## src/rtl/xnor_match_counter_if.sv

```systemverilog
// xnor_match_counter_if
//   Request/result bundle for the xnor_match_counter similarity unit.
//   Handshake: the requester raises start with A/B valid; the request is taken
//   only on a clock edge where the unit is idle (busy low). A taken request
//   cannot be withdrawn. done pulses for one cycle when match_count/equal carry
//   the result of that request. Results then hold until the next done.
//   Signals:
//     start, A, B          requester -> unit
//     busy, done           unit -> requester, status
//     match_count, equal   unit -> requester, result of the last completed request
//     mask                 unit -> requester, latched ~(A^B) of the last taken request
//     state_dbg            unit -> observer, current FSM state encoding
interface xnor_match_counter_if #(
  parameter int WIDTH = 16
);
  localparam int CW = $clog2(WIDTH + 1);

  logic             start;
  logic [WIDTH-1:0] A;
  logic [WIDTH-1:0] B;
  logic             busy;
  logic             done;
  logic [CW-1:0]    match_count;
  logic             equal;
  logic [WIDTH-1:0] mask;
  logic [1:0]       state_dbg;

  modport master (
    output start, A, B,
    input  busy, done, match_count, equal, mask, state_dbg
  );

  modport slave (
    input  start, A, B,
    output busy, done, match_count, equal, mask, state_dbg
  );
endinterface

```

## src/rtl/xnor_match_counter.sv

```systemverilog
// xnor_match_counter
//   Multi-cycle bitwise similarity unit. On an accepted start it latches
//   ~(A^B), then popcounts BITS_PER_CYCLE mask bits per cycle and reports the
//   number of matching bit positions, an all-equal flag and the latched mask.
//   Ports:
//     clk     rising-edge clock
//     reset   synchronous, active-high; clears all state and outputs
//     bus     xnor_match_counter_if.slave (start/A/B in; busy/done/match_count/
//             equal/mask/state_dbg out)
//   Timing: start accepted at edge k -> SCAN in cycles k+1..k+NSLICE,
//   done in cycle k+NSLICE+1 with match_count/equal already updated.
module xnor_match_counter #(
  parameter int WIDTH          = 16,
  parameter int BITS_PER_CYCLE = 4
) (
  input  logic                  clk,
  input  logic                  reset,
  xnor_match_counter_if.slave   bus
);
  localparam int CW     = $clog2(WIDTH + 1);
  localparam int BPC    = BITS_PER_CYCLE;
  localparam int NSLICE = WIDTH / BPC;
  localparam int IW     = (NSLICE > 1) ? $clog2(NSLICE) : 1;

  typedef enum logic [1:0] {
    IDLE = 2'd0,
    SCAN = 2'd1,
    DONE = 2'd2
  } state_t;

  state_t           state;
  state_t           state_next;
  logic [WIDTH-1:0] mask_q;
  logic [CW-1:0]    acc;
  logic [CW-1:0]    acc_sum;
  logic [CW-1:0]    count_q;
  logic             equal_q;
  logic [IW-1:0]    idx;
  logic [BPC-1:0]   slice;
  logic             last_slice;

  // Slice popcount, zero-extended to the accumulator width.
  function automatic logic [CW-1:0] popcount(input logic [BPC-1:0] v);
    logic [CW-1:0] n;
    n = '0;
    for (int i = 0; i < BPC; i++) begin
      n = n + CW'(v[i]);
    end
    return n;
  endfunction

  always_comb begin
    slice      = mask_q[int'(idx) * BPC +: BPC];
    acc_sum    = acc + popcount(slice);
    last_slice = (idx == IW'(NSLICE - 1));
  end

  // Next-state logic.
  always_comb begin
    state_next = state;
    case (state)
      IDLE:    if (bus.start) state_next = SCAN;
      SCAN:    if (last_slice) state_next = DONE;
      DONE:    state_next = IDLE;
      default: state_next = IDLE;
    endcase
  end

  always_ff @(posedge clk) begin
    if (reset) begin
      state   <= IDLE;
      mask_q  <= '0;
      acc     <= '0;
      idx     <= '0;
      count_q <= '0;
      equal_q <= 1'b0;
    end else begin
      state <= state_next;
      case (state)
        IDLE: begin
          if (bus.start) begin
            mask_q <= ~(bus.A ^ bus.B);
            acc    <= '0;
            idx    <= '0;
          end
        end
        SCAN: begin
          acc <= acc_sum;
          idx <= last_slice ? '0 : idx + IW'(1);
          // Results are committed on the edge into DONE so they are already
          // visible in the cycle that done is high.
          if (last_slice) begin
            count_q <= acc_sum;
            equal_q <= (acc_sum == CW'(WIDTH));
          end
        end
        default: ;
      endcase
    end
  end

  always_comb begin
    bus.busy        = (state != IDLE);
    bus.done        = (state == DONE);
    bus.match_count = count_q;
    bus.equal       = equal_q;
    bus.mask        = mask_q;
    bus.state_dbg   = state;
  end
endmodule
```

## src/flat_wrapper.sv

```systemverilog
// flat-port wrapper written by rule: the top's interface ports become plain ports
module xnor_match_counter_flat 
#(
  parameter int WIDTH          = 16,
  parameter int BITS_PER_CYCLE = 4
)
  (clk, reset, bus_start, bus_A, bus_B, bus_busy, bus_done, bus_match_count, bus_equal, bus_mask, bus_state_dbg);
  xnor_match_counter_if #(.WIDTH(WIDTH)) bus_i ();
  input  logic clk;
  input  logic reset;
  input wire logic [$bits(bus_i.start)-1:0] bus_start;
  input wire logic [$bits(bus_i.A)-1:0] bus_A;
  input wire logic [$bits(bus_i.B)-1:0] bus_B;
  output wire logic [$bits(bus_i.busy)-1:0] bus_busy;
  output wire logic [$bits(bus_i.done)-1:0] bus_done;
  output wire logic [$bits(bus_i.match_count)-1:0] bus_match_count;
  output wire logic [$bits(bus_i.equal)-1:0] bus_equal;
  output wire logic [$bits(bus_i.mask)-1:0] bus_mask;
  output wire logic [$bits(bus_i.state_dbg)-1:0] bus_state_dbg;
  assign bus_i.start = bus_start;
  assign bus_i.A = bus_A;
  assign bus_i.B = bus_B;
  assign bus_busy = bus_i.busy;
  assign bus_done = bus_i.done;
  assign bus_match_count = bus_i.match_count;
  assign bus_equal = bus_i.equal;
  assign bus_mask = bus_i.mask;
  assign bus_state_dbg = bus_i.state_dbg;
  xnor_match_counter #(.WIDTH(WIDTH), .BITS_PER_CYCLE(BITS_PER_CYCLE)) u_core (.clk(clk), .reset(reset), .bus(bus_i));
endmodule
```

## config.mk

```make
export PLATFORM = sky130hd
export DESIGN_NAME = xnor_match_counter_flat
export DESIGN_NICKNAME = d
export VERILOG_FILES = /design/src/rtl/xnor_match_counter_if.sv /design/src/rtl/xnor_match_counter.sv /design/src/flat_wrapper.sv
export SDC_FILE = /design/constraint.sdc
export NUM_CORES = 1
export LEC_CHECK = 0
export ABC_AREA = 0
export CORE_AREA = 2 2 68 70
export DETAILED_ROUTE_END_ITERATION = 10
export DIE_AREA = 0 0 70 72
export PLACE_DENSITY = 0.68
export RECOVER_POWER = 25
export SLEW_MARGIN = 0
export SYNTH_ARGS = -nofsm -noshare
export SYNTH_HDL_FRONTEND = slang
export SYNTH_SLANG_ARGS = --single-unit
```

## constraint.sdc

```tcl
create_clock -name clk -period 4 [get_ports clk]
set_clock_uncertainty 0.2 [all_clocks]
set_input_delay 0.8 -clock clk [delete_from_list [all_inputs] [get_ports clk]]
set_output_delay 0.8 -clock clk [all_outputs]
set_load 0.01 [all_outputs]
```

## Word level (Yosys, flattened, before mapping)

Index checks and enable logic that the tools add are counted.

| operators by class | value |
|---|---|
| bitwise gates (word level) | 2 |
| shift operators | 1 |
| $add $sub $neg | 5 |
| eq/ne operators | 6 |
| reduce and logical (&&, ||, !) cells | 7 |
| multiplexer cells | 8 |

Operator list:

| operator | count |
|---|---|
| NOT 16 bit | 1 |
| variable part select 16 x 5 -> 4 bit | 1 |
| XOR 16 bit | 1 |
| adder 5 x 1 -> 5 bit | 2 |
| one-hot mux 5 bit (2 select lines) | 1 |
| 2-to-1 mux 2 bit | 4 |
| one-hot mux 2 bit (2 select lines) | 2 |
| AND reduction 2 bit | 4 |
| adder 5 bit | 1 |
| equality test 5 bit (second input constant) | 1 |
| 2-to-1 mux 5 bit | 1 |
| equality test 2 bit (second input constant) | 2 |
| nonzero test 2 bit | 2 |
| adder 1 x 1 -> 2 bit | 1 |
| adder 2 x 1 -> 2 bit (second input constant) | 1 |
| equality test 2 x 1 -> 1 bit (second input constant) | 1 |
| logical NOT 2 bit | 1 |
| inequality test 2 x 1 -> 1 bit (second input constant) | 1 |
| inequality test 2 bit (second input constant) | 1 |

| word-level totals | value |
|---|---|
| output and inout port bits | 26 |
| logic and storage cells | 35 |
| input bits | 35 |
| register bits | 31 |

## Depth between registers and ports, before layout

Gate-level depths: netlist of the first run.

| logic depth | value |
|---|---|
| depth in word-level cells | 6 |
| depth in mapped cells | 11 |
| gate-level depth less buffers | 10 |

## Least setup slack after synthesis of the first run

Ideal clock, no wire load.

| timing path | value |
|---|---|
| path type | reg-to-reg |
| start point | register u_core.idx[0] |
| end point | register u_core.equal_q, in the netlist u_core.bus.equal |
| cell stages (with the launch flop) | 12 |
| buffers on the path | 1 |
| data required time | 3.714 ns |
| data arrival time | 3.240 ns |
| clock period less this slack | 3.526 ns |
| setup slack | 0.474 ns |
| setup time | 0.086 ns |
| cells stage by stage | dfxtp_1 clkbuf_1 mux4_2 ha_1 fa_1 ha_1 inv_1 fa_1 nor2b_1 o211a_1 o2111ai_1 a221oi_2 |

| on the way | value |
|---|---|
| longest elaborated chain between the ends | 6 |
| elaborated cells between the ends (all ways) | 8 |
| classes of those cells | 4 x add/sub; 2 x eq/ne; 1 x shift; 1 x reduce/logical |

RTL lines:

| item | RTL line | text |
|---|---|---|
| start, declared | xnor_match_counter.sv:38 | `logic [IW-1:0] idx;` |
| start signal, assigned | xnor_match_counter.sv:89 | `idx <= last_slice ? '0 : idx + IW'(1);` |
| variable part select 16 x 5 -> 4 bit | xnor_match_counter.sv:53 | `slice = mask_q[int'(idx) * BPC +: BPC];` |
| adder 1 x 1 -> 2 bit | xnor_match_counter.sv:47 | `n = n + CW'(v[i]);` |
| adder 5 x 1 -> 5 bit (2 in series) | xnor_match_counter.sv:47 |  |
| adder 5 bit | xnor_match_counter.sv:54 | `acc_sum = acc + popcount(slice);` |
| equality test 5 bit | xnor_match_counter.sv:94 | `equal_q <= (acc_sum == CW'(WIDTH));` |
| end signal, assigned | xnor_match_counter.sv:94 |  |
| end, declared | xnor_match_counter.sv:37 | `logic equal_q;` |

Parallel ways exist; a longest one is shown, timed or not.
A chain may end at the register's enable or synchronous reset.

## Worst setup path in the final report of the first run

Same ends and word-level chain as after synthesis.

==> summary.md, run 1 <==
The run finished with clean final reports. Ranked by total cell area, the synthesized netlist is headed by sky130_fd_sc_hd__dfxtp_1 (39%), sky130_fd_sc_hd__nand2_1 (9.4%), sky130_fd_sc_hd__xnor2_1 (9.3%). The run gives 0.807 mW as the final total power. Measured along the y axis, the die boundary spans 72 um. Yosys instantiated no cell more often than sky130_fd_sc_hd__nand2_1. The worst hold path was traced through 2 stages. The die outline width came out at 70 um. Summing all placed instances gives a cell area of 2220 um2. Registers are responsible for 42.0% of the overall power. The via count of the first global-routing pass was 1404.

After synthesis the cells add up to 1610 um2. The run gives 225 as the synthesized net count. The async set or reset register ratio after synthesis is 0%.

The post-synthesis share of cell area spent on and, or, nand and nor gates is 19.3%, and the largest net degree at the start of global routing is 32. The tools report the kind of end point of the critical path as a flip-flop. Measured against its own limit, the worst slew margin works out to 21.8%.

The initial antenna violation count came out at 0. The Yosys step of the flow raised 0 warnings. The clock passes through at most 2 buffers. Clock-pin slew was measured on the worst setup and hold paths at 0.07 ns.

Ranked by instance count, the synthesized netlist is headed by sky130_fd_sc_hd__nand2_1 (40), sky130_fd_sc_hd__dfxtp_1 (31), sky130_fd_sc_hd__a21oi_1 (23), sky130_fd_sc_hd__xnor2_1 (17), sky130_fd_sc_hd__nor2_1 (9). The mean number of vias per cell is 4.91. The min-delay analysis places its worst path in the category flip-flop to flip-flop. Insertion delay to the later sink of the worst-skew pair: 0.28 ns.

Endpoint of the worst-slack reg-to-reg timing path: u_core.bus.equal. The kind of critical path is flip-flop to flip-flop. Net switching is 24.4% of the power. The dominant combinational cell family by area after synthesis is simple AND/OR/NAND/NOR gates. Based on the critical path, the design can be clocked at up to 275 MHz.

The largest fanout on the critical path came out at 7. The share of the synthesized netlist area taken by xor and xnor gates works out to 9.28%. The final net count was 283; the final routed DRC violation total was 0.

The logs give 38.7% for the portion of the post-synthesis area used by sequential elements and 0 for the max capacitance violation total. The count of state elements after synthesis came out at 31. The worst setup path is launched from a flip-flop. Before antenna repair, the detailed router went through 4 iterations. The detailed placement HPWL is 2.72 mm, and the wire length reported by the detailed router is 3.74 mm. The final cell area excluding filler cells was 2340 um2. Cell internal power was estimated by the tool at 0.610 mW.

The wire length of the first global-routing pass is 6.27 mm, and the switching component of the power is 0.197 mW. The portion of synthesized cell area occupied by the leading cell type was 38.7%; the placeable core region was 4260 um2. In the final layout, the share of cells above drive strength 1 is 7.47%. TritonCTS built the clock tree. In the final routed layout, each cell accounts on average for 12.8 um. Routability-driven placement finished with a final weighted congestion of 0.825.

The number of sinks handled by clock tree synthesis is 31, and the number of inserted diodes is 0. The biggest area contributor in the post-synthesis netlist is sky130_fd_sc_hd__dfxtp_1. The synthesized area per cell is 8.82 um2, and the H-tree depth reported by CTS is 2. The number of hold-slack violations in the final timing report was 0; the power per cell area was 345 nW/um2.

Summing the areas of all fa, ha and maj instances in the mapped netlist gives 7.17% of the synthesized area. Once detail routing completed, the nets flagged for antenna violations numbered 0. Port buffering added 60 buffers. Synthesis produced a netlist whose cell count is 182. The tools report the buffer count from post-CTS setup fixing as 0. The worst setup slack for register-to-register paths was 0.37 ns; the compound-cell area share of the yosys netlist was 14.6%. The leakage power is 0.903 nW, and the accumulated negative setup slack is 0 ns.

The total overflow left after global routing is 0. Setup repair after global routing left no endpoint under its margin. The logs give 5040 um2 for the total die area and 33 for the count of cell types in the netlist. The portion of synthesized area spent on multiplexers is 6.24%. Counting cells, the worst reg-to-reg path comes to 10. Initial core utilization: 37.6%. Worst path required time: 3.98 ns. For this design the top-level I/O count stands at 61. The path with the worst hold slack has its endpoint at u_core.bus.match_count[3]. IR analysis of the VDD net gives a maximum drop of 222 uV. The startpoint identified for the worst register-to-register timing path is u_core.idx[0]. The tools report the setup violation total in the final timing report as 0. The tools report the cell row count as 24. The final critical path time including I/O delays and setup was 3.63 ns. Post-CTS repair changed the size of 0 cells. The root buffer selected by CTS is sky130_fd_sc_hd__clkbuf_8. At the pin with the least slew margin, the transition time is 1.17 ns. Per report_power, the combinational group accounts for 18.6% of the total. Across all layers, the routed design uses 1439 vias. The share of the clock period used by the worst path is 90.8%, and the clock network fraction of total power is 39.4%. The number of violations reported at the end of detailed-routing iteration 0 is 106. The number of CTS-inserted buffers was 5; the data arrival at the endpoint of the critical path was 3.61 ns. Global routing consumed, over all layers together, 15.5% of the routing resources. Relative to the synthesized area, the layout overhead comes to 45.6%. The final number of max-transition violations came out at 0. For this run, the leading register cell type out of synthesis is sky130_fd_sc_hd__dfxtp_1.

The post-cts hold buffer count came out at 0. The start point of the worst min-delay path was u_core.bus.match_count[3]. In this run, synthesis inferred 0 flip-flops with an integrated enable.
[cells by family after synthesis]
logic type,Yosys count
xor gates and xnor gates,17
AOI/OAI and AO/OA,37
DFF,31
buffers and inverters,16
adders and majority gates,8
and+or+nand+nor,68
muxes,5
[cell usage in the layout (no fill, tap or decap), types with 2 or more instances in the layout]
cell	n
sky130_fd_sc_hd__a21oi_1	23
sky130_fd_sc_hd__a31oi_1	2
sky130_fd_sc_hd__clkbuf_8	6
sky130_fd_sc_hd__clkdlybuf4s50_1	46
sky130_fd_sc_hd__dfxtp_1	31
sky130_fd_sc_hd__dlygate4sd3_1	14
sky130_fd_sc_hd__fa_1	2
sky130_fd_sc_hd__ha_1	6
sky130_fd_sc_hd__inv_1	7
sky130_fd_sc_hd__mux4_2	4
sky130_fd_sc_hd__nand2_1	40
sky130_fd_sc_hd__nand2b_1	2
sky130_fd_sc_hd__nand3_1	5
sky130_fd_sc_hd__nor2_1	9
sky130_fd_sc_hd__nor2b_1	3
sky130_fd_sc_hd__nor3_1	5
sky130_fd_sc_hd__o211ai_1	2
sky130_fd_sc_hd__o21ai_0	2
sky130_fd_sc_hd__xnor2_1	17
[worst max-delay path: stages (launching register included)]
cell and delay (ns):
sky130_fd_sc_hd__dfxtp_1 0.51, sky130_fd_sc_hd__mux4_2 0.55, sky130_fd_sc_hd__ha_1 0.32, sky130_fd_sc_hd__fa_1 0.51, sky130_fd_sc_hd__ha_1 0.17, sky130_fd_sc_hd__inv_1 0.06
sky130_fd_sc_hd__fa_1 0.39, sky130_fd_sc_hd__nor2b_1 0.19, sky130_fd_sc_hd__o211a_1 0.20, sky130_fd_sc_hd__o2111ai_1 0.15, sky130_fd_sc_hd__a221oi_2 0.29
[power groups by stage]
| stage | logic [mW] | registers, mW | clock network (mW) |
|---|---|---|---|
| after global routing | 0.166 | 0.341 | 0.334 |
| final | 0.150 | 0.339 | 0.318 |
| after CTS | 0.154 | 0.339 | 0.322 |
| after floorplan | 0.0773 | 0.347 | 0 |
| after global placement | 0.152 | 0.345 | 0 |
| after detailed placement | 0.152 | 0.346 | 0 |
[stage by stage]
stage	cells	hold slack (ns)	setup WS, ns	utilization (%)
floorplan	182	0.252	0.474	-
global placement	285	0.245	0.470	52.1
detailed placement	285	0.263	0.412	52.1
CTS	293	0.272	0.368	54.8
global route	293	0.296	0.205	54.8
finish	293	0.264	0.369	54.8
[worst max path at each step]
| stage | start | slack, ns | to | cells past startpoint |
|---|---|---|---|---|
| finish | u_core.idx[0] | 0.37 | u_core.bus.equal | 10 |
| global placement | u_core.idx[0] | 0.47 | u_core.bus.equal | 10 |
| CTS | u_core.idx[0] | 0.37 | u_core.bus.equal | 10 |
| floorplan | u_core.idx[0] | 0.47 | u_core.bus.equal | 11 |
| detailed placement | u_core.idx[0] | 0.41 | u_core.bus.equal | 10 |
| global route | u_core.idx[0] | 0.21 | u_core.bus.equal | 10 |
[sequential cells by signal, summed over array words and instances (netlist names)]
signal and flops:
u_core.idx 2, u_core.bus.match_count 5, u_core.bus.equal 1, u_core.acc 5, u_core.bus.mask 16, u_core.bus.state_dbg 2
[layer usage]
| layer | GRT usage (%) | routed length (um) |
|---|---|---|
| met4 | 7.05 | 55 |
| met2 | 26.1 | 1870 |
| met1 | 18.6 | 1650 |
| met3 | 4.03 | 167 |
| met5 | 0 | 0 |
[cell type report]
type                    count  area, um2
fillers                   403       1930
inverters                   7       26.3
clock inverters             2       35.0
well taps                  52       65.1
multi-input cells         135        907
flip-flops and latches     31        621
repair buffers             60        601
clock buffers               6       82.6
Power figures use the tool's default switching activity.
==> run 2: changes to the inputs <==
Settings changed: CORE_AREA 2 2 68 70 to 2 2 64 66, DIE_AREA 0 0 70 72 to 0 0 66 68, PLACE_DENSITY 0.68 to 0.76.
==> run 2 against run 1 <==
Final area decreased by 0.86%. Critical path depth stayed put. Maximum frequency decreased by 1.6%. Wire length shrank 1.4%. Largest cell class unchanged. Worst hold slack worse by 0.011 ns. Sequential power about the same. Clock power down 14%. Non-clock buffer count unchanged. Die area down 11%. Register-to-register slack got worse by 0.06 ns. Sequential share of layout area up 0.23 points.
==> summary.md, run 2 (synthesized netlist as in run 1, its figures left out) <==
The final critical path time including I/O delays and setup is 3.69 ns (was 3.63 ns), and the data arrival at the endpoint of the critical path is 3.67 ns (was 3.61 ns). The insertion delay to the later sink of the worst-skew pair is 0.29 ns (was 0.28 ns), and the worst reg-to-reg path cell count is 10 (unchanged). Number of sinks handled by clock tree synthesis: 31 (unchanged). The register clock-pin slew on the reported worst setup and hold paths is 0.07 ns (about the same). The final estimated routing congestion in global placement was 0.813 (was 0.825); the H-tree depth reported by CTS was 2 (unchanged). The most common cell after layout, fill and taps aside is sky130_fd_sc_hd__clkdlybuf4s50_1 (unchanged). The mean number of vias per cell was 4.96 (was 4.91); the post-synthesis to final-layout area growth was 44.3% (was 45.6%).

The number of flip-flops under the largest register name is 16 (unchanged). The startpoint type of the worst setup path was a flip-flop (unchanged). The run gives 0 (unchanged) as the post-cts hold buffer count.

The tools report the kind of end point of the critical path as a flip-flop (unchanged). The logs give 60.1% (was 54.8%) for the core occupancy in the finished layout and 0 (unchanged) for the initial antenna violation count. The tools report the setup violation total in the final timing report as 0 (unchanged). For the final number of max-transition violations, the log shows 0 (unchanged). Total of cells resized after clock tree synthesis: 0 (unchanged). Highest-count cells in the layout ignoring fill and taps: sky130_fd_sc_hd__clkdlybuf4s50_1 (46), sky130_fd_sc_hd__nand2_1 (40), sky130_fd_sc_hd__dfxtp_1 (31) (unchanged). The tools report the fmax as 271 MHz (was 275 MHz). TritonCTS built the clock tree.

Kind of critical path: flip-flop to flip-flop (unchanged). The share of the clock period used by the worst path was 92.2% (was 90.8%); the via count of the first global-routing pass was 1291 (was 1404). The total vias in the final route is 1444 (was 1439). For the overall track demand over capacity in global routing, the log shows 17.7% (was 15.5%). Die outline width: 66 um (was 70 um). The instance count along the most critical hold path was 2 (unchanged); the number of inserted diodes was 0 (unchanged). The detailed placement HPWL came out at 2.71 mm (was 2.72 mm). Setup repair after global routing left no endpoint under its margin. The worst path required time is 3.98 ns (about the same), and the area of placed instances is 2220 um2 (about the same). The per-cell routed wire length was 12.7 um (was 12.8 um).

The worst setup slack for register-to-register paths is 0.31 ns (was 0.37 ns). For the final net count, the log shows 283 (unchanged). Largest net degree at the start of global routing: 32 (unchanged). The startpoint of the worst register-to-register path is u_core.idx[0] (unchanged). The number of routed nets with antenna violations came out at 0 (unchanged). The total global routing overflow came out at 0 (unchanged). Total die area: 4490 um2 (was 5040 um2). The run gives 219 uV (was 222 uV) as the maximum vdd drop. The flow ran to the end, and the final reports show no timing, DRC or antenna violations. For the layout filler cell count, the log shows 354 (was 403). The tools report the root buffer selected by CTS as sky130_fd_sc_hd__clkbuf_8 (unchanged). The headroom to the max-slew limit is 21.7% (was 21.8%). Number of CTS-inserted buffers: 5 (unchanged). The power per cell area came out at 329 nW/um2 (was 345 nW/um2).

For the buffer count from post-CTS setup fixing, the log shows 0 (unchanged). The tools report the start point of the worst min-delay path as u_core.bus.match_count[0] (was u_core.bus.match_count[3]). Largest fanout on the critical path: 7 (unchanged). The tools report the endpoint of the worst-slack reg-to-reg timing path as u_core.bus.equal (unchanged). The initial core utilization came out at 41.6% (was 37.6%). For the count of TritonRoute iterations in the first routing pass, the log shows 4 (unchanged).

The wire length of the first global-routing pass is 5.89 mm (was 6.27 mm), and the height of the chip is 68 um (was 72 um). Accumulated negative setup slack: 0 ns (unchanged). The max capacitance violation total is 0 (unchanged), and the final cell area excluding filler cells is 2320 um2 (was 2340 um2).

The number of port buffers came out at 60 (unchanged). The run gives 0 (unchanged) as the final routed DRC violation total. The endpoint of the worst hold-timing path is u_core.bus.match_count[0] (was u_core.bus.match_count[3]). The number of buffers on the longest clock path was 2 (unchanged); the placeable core region was 3860 um2 (was 4260 um2).

The cell row count is 23 (was 24), and the number of primary I/O pins is 61 (unchanged). The transition at the pin with the smallest max-transition slack came out at 1.17 ns (about the same). For the number of hold-slack violations in the final timing report, the log shows 0 (unchanged). The worst hold path class was flip-flop to flip-flop (unchanged).

The leakage power was 0.893 nW (was 0.903 nW); the share of final-layout standard cells stronger than drive strength 1 was 7.05% (was 7.47%). The number of violations reported at the end of detailed-routing iteration 0 was 44 (was 106). The run gives 3.69 mm (was 3.74 mm) as the wire length reported by the detailed router.
==> run 2: cell count changes in the layout (fill, tap and decap cells not counted) <==
cell,before,now
sky130_fd_sc_hd__bufinv_16,1,0
sky130_fd_sc_hd__clkbuf_1,0,1
sky130_fd_sc_hd__clkbuf_8,6,7
sky130_fd_sc_hd__clkinv_2,1,0
==> run 2: cell type report <==
| cell class | instances | area (um2) | share of cell area [%] |
|---|---|---|---|
| multi-input combinational | 135 | 907 | 39.1 |
| sequential | 31 | 621 | 26.8 |
| timing repair buffer | 60 | 601 | 25.9 |
| clock buffer | 8 | 100 | 4.32 |
| tap | 50 | 62.6 | 2.70 |
| inverter | 7 | 26.3 | 1.13 |
==> run 2: per-stage QoR <==
stage | worst slack, ns | total power [mW] | hold WS [ns] | cells
CTS | 0.318 | 0.770 | 0.259 | 291
finish | 0.310 | 0.762 | 0.253 | 291
detailed placement | 0.351 | 0.499 | 0.250 | 283
global placement | 0.477 | 0.497 | 0.243 | 283
floorplan | 0.474 | 0.424 | 0.252 | 182
global route | 0.116 | 0.798 | 0.285 | 291
==> run 2: worst max path at each step <==
| stage | from | endpoint | slack (ns) | depth (start not counted) |
|---|---|---|---|---|
| floorplan | u_core.idx[0] | u_core.bus.equal | 0.47 | 11 |
| global placement | u_core.idx[0] | u_core.bus.equal | 0.48 | 10 |
| detailed placement | u_core.idx[0] | u_core.bus.equal | 0.35 | 10 |
| CTS | u_core.idx[0] | u_core.bus.equal | 0.32 | 10 |
| global route | u_core.idx[0] | u_core.bus.equal | 0.12 | 10 |
| finish | u_core.idx[0] | u_core.bus.equal | 0.31 | 10 |
==> run 2: report_power, final <==
part	leakage, nW	switching, mW	internal (mW)
Clock	0.0515	0.116	0.157
Sequential	0.253	0.0148	0.324
Combinational	0.589	0.0651	0.0850
Total	0.893	0.196	0.566
==> run 2: routing by layer <==
metal  routed length, um  part of all wire [%]  GRT usage [%]  up-vias
met3                 203                   5.5           3.95        8
met4                  90                   2.4           9.95        0
met2                1860                    50           28.9       49
met1                1540                    42           21.7      655
li1                    -                     -              -      732
met5                   0                     0              0        -
==> run 2: worst max-delay path, stage by stage, from the launching register on <==
cell and delay (ns):
sky130_fd_sc_hd__dfxtp_1 0.51, sky130_fd_sc_hd__mux4_2 0.55, sky130_fd_sc_hd__ha_1 0.33, sky130_fd_sc_hd__fa_1 0.51, sky130_fd_sc_hd__ha_1 0.18, sky130_fd_sc_hd__inv_1 0.06, sky130_fd_sc_hd__fa_1 0.40, sky130_fd_sc_hd__nor2b_1 0.21
sky130_fd_sc_hd__o211a_1 0.21, sky130_fd_sc_hd__o2111ai_1 0.13, sky130_fd_sc_hd__a221oi_2 0.29
==> run 3: changes to the inputs <==
Settings changed: SLEW_MARGIN 0 to not set.
==> results of run 3 <==
Same layout as run 2: the final DEF is identical, and so are final timing and power.
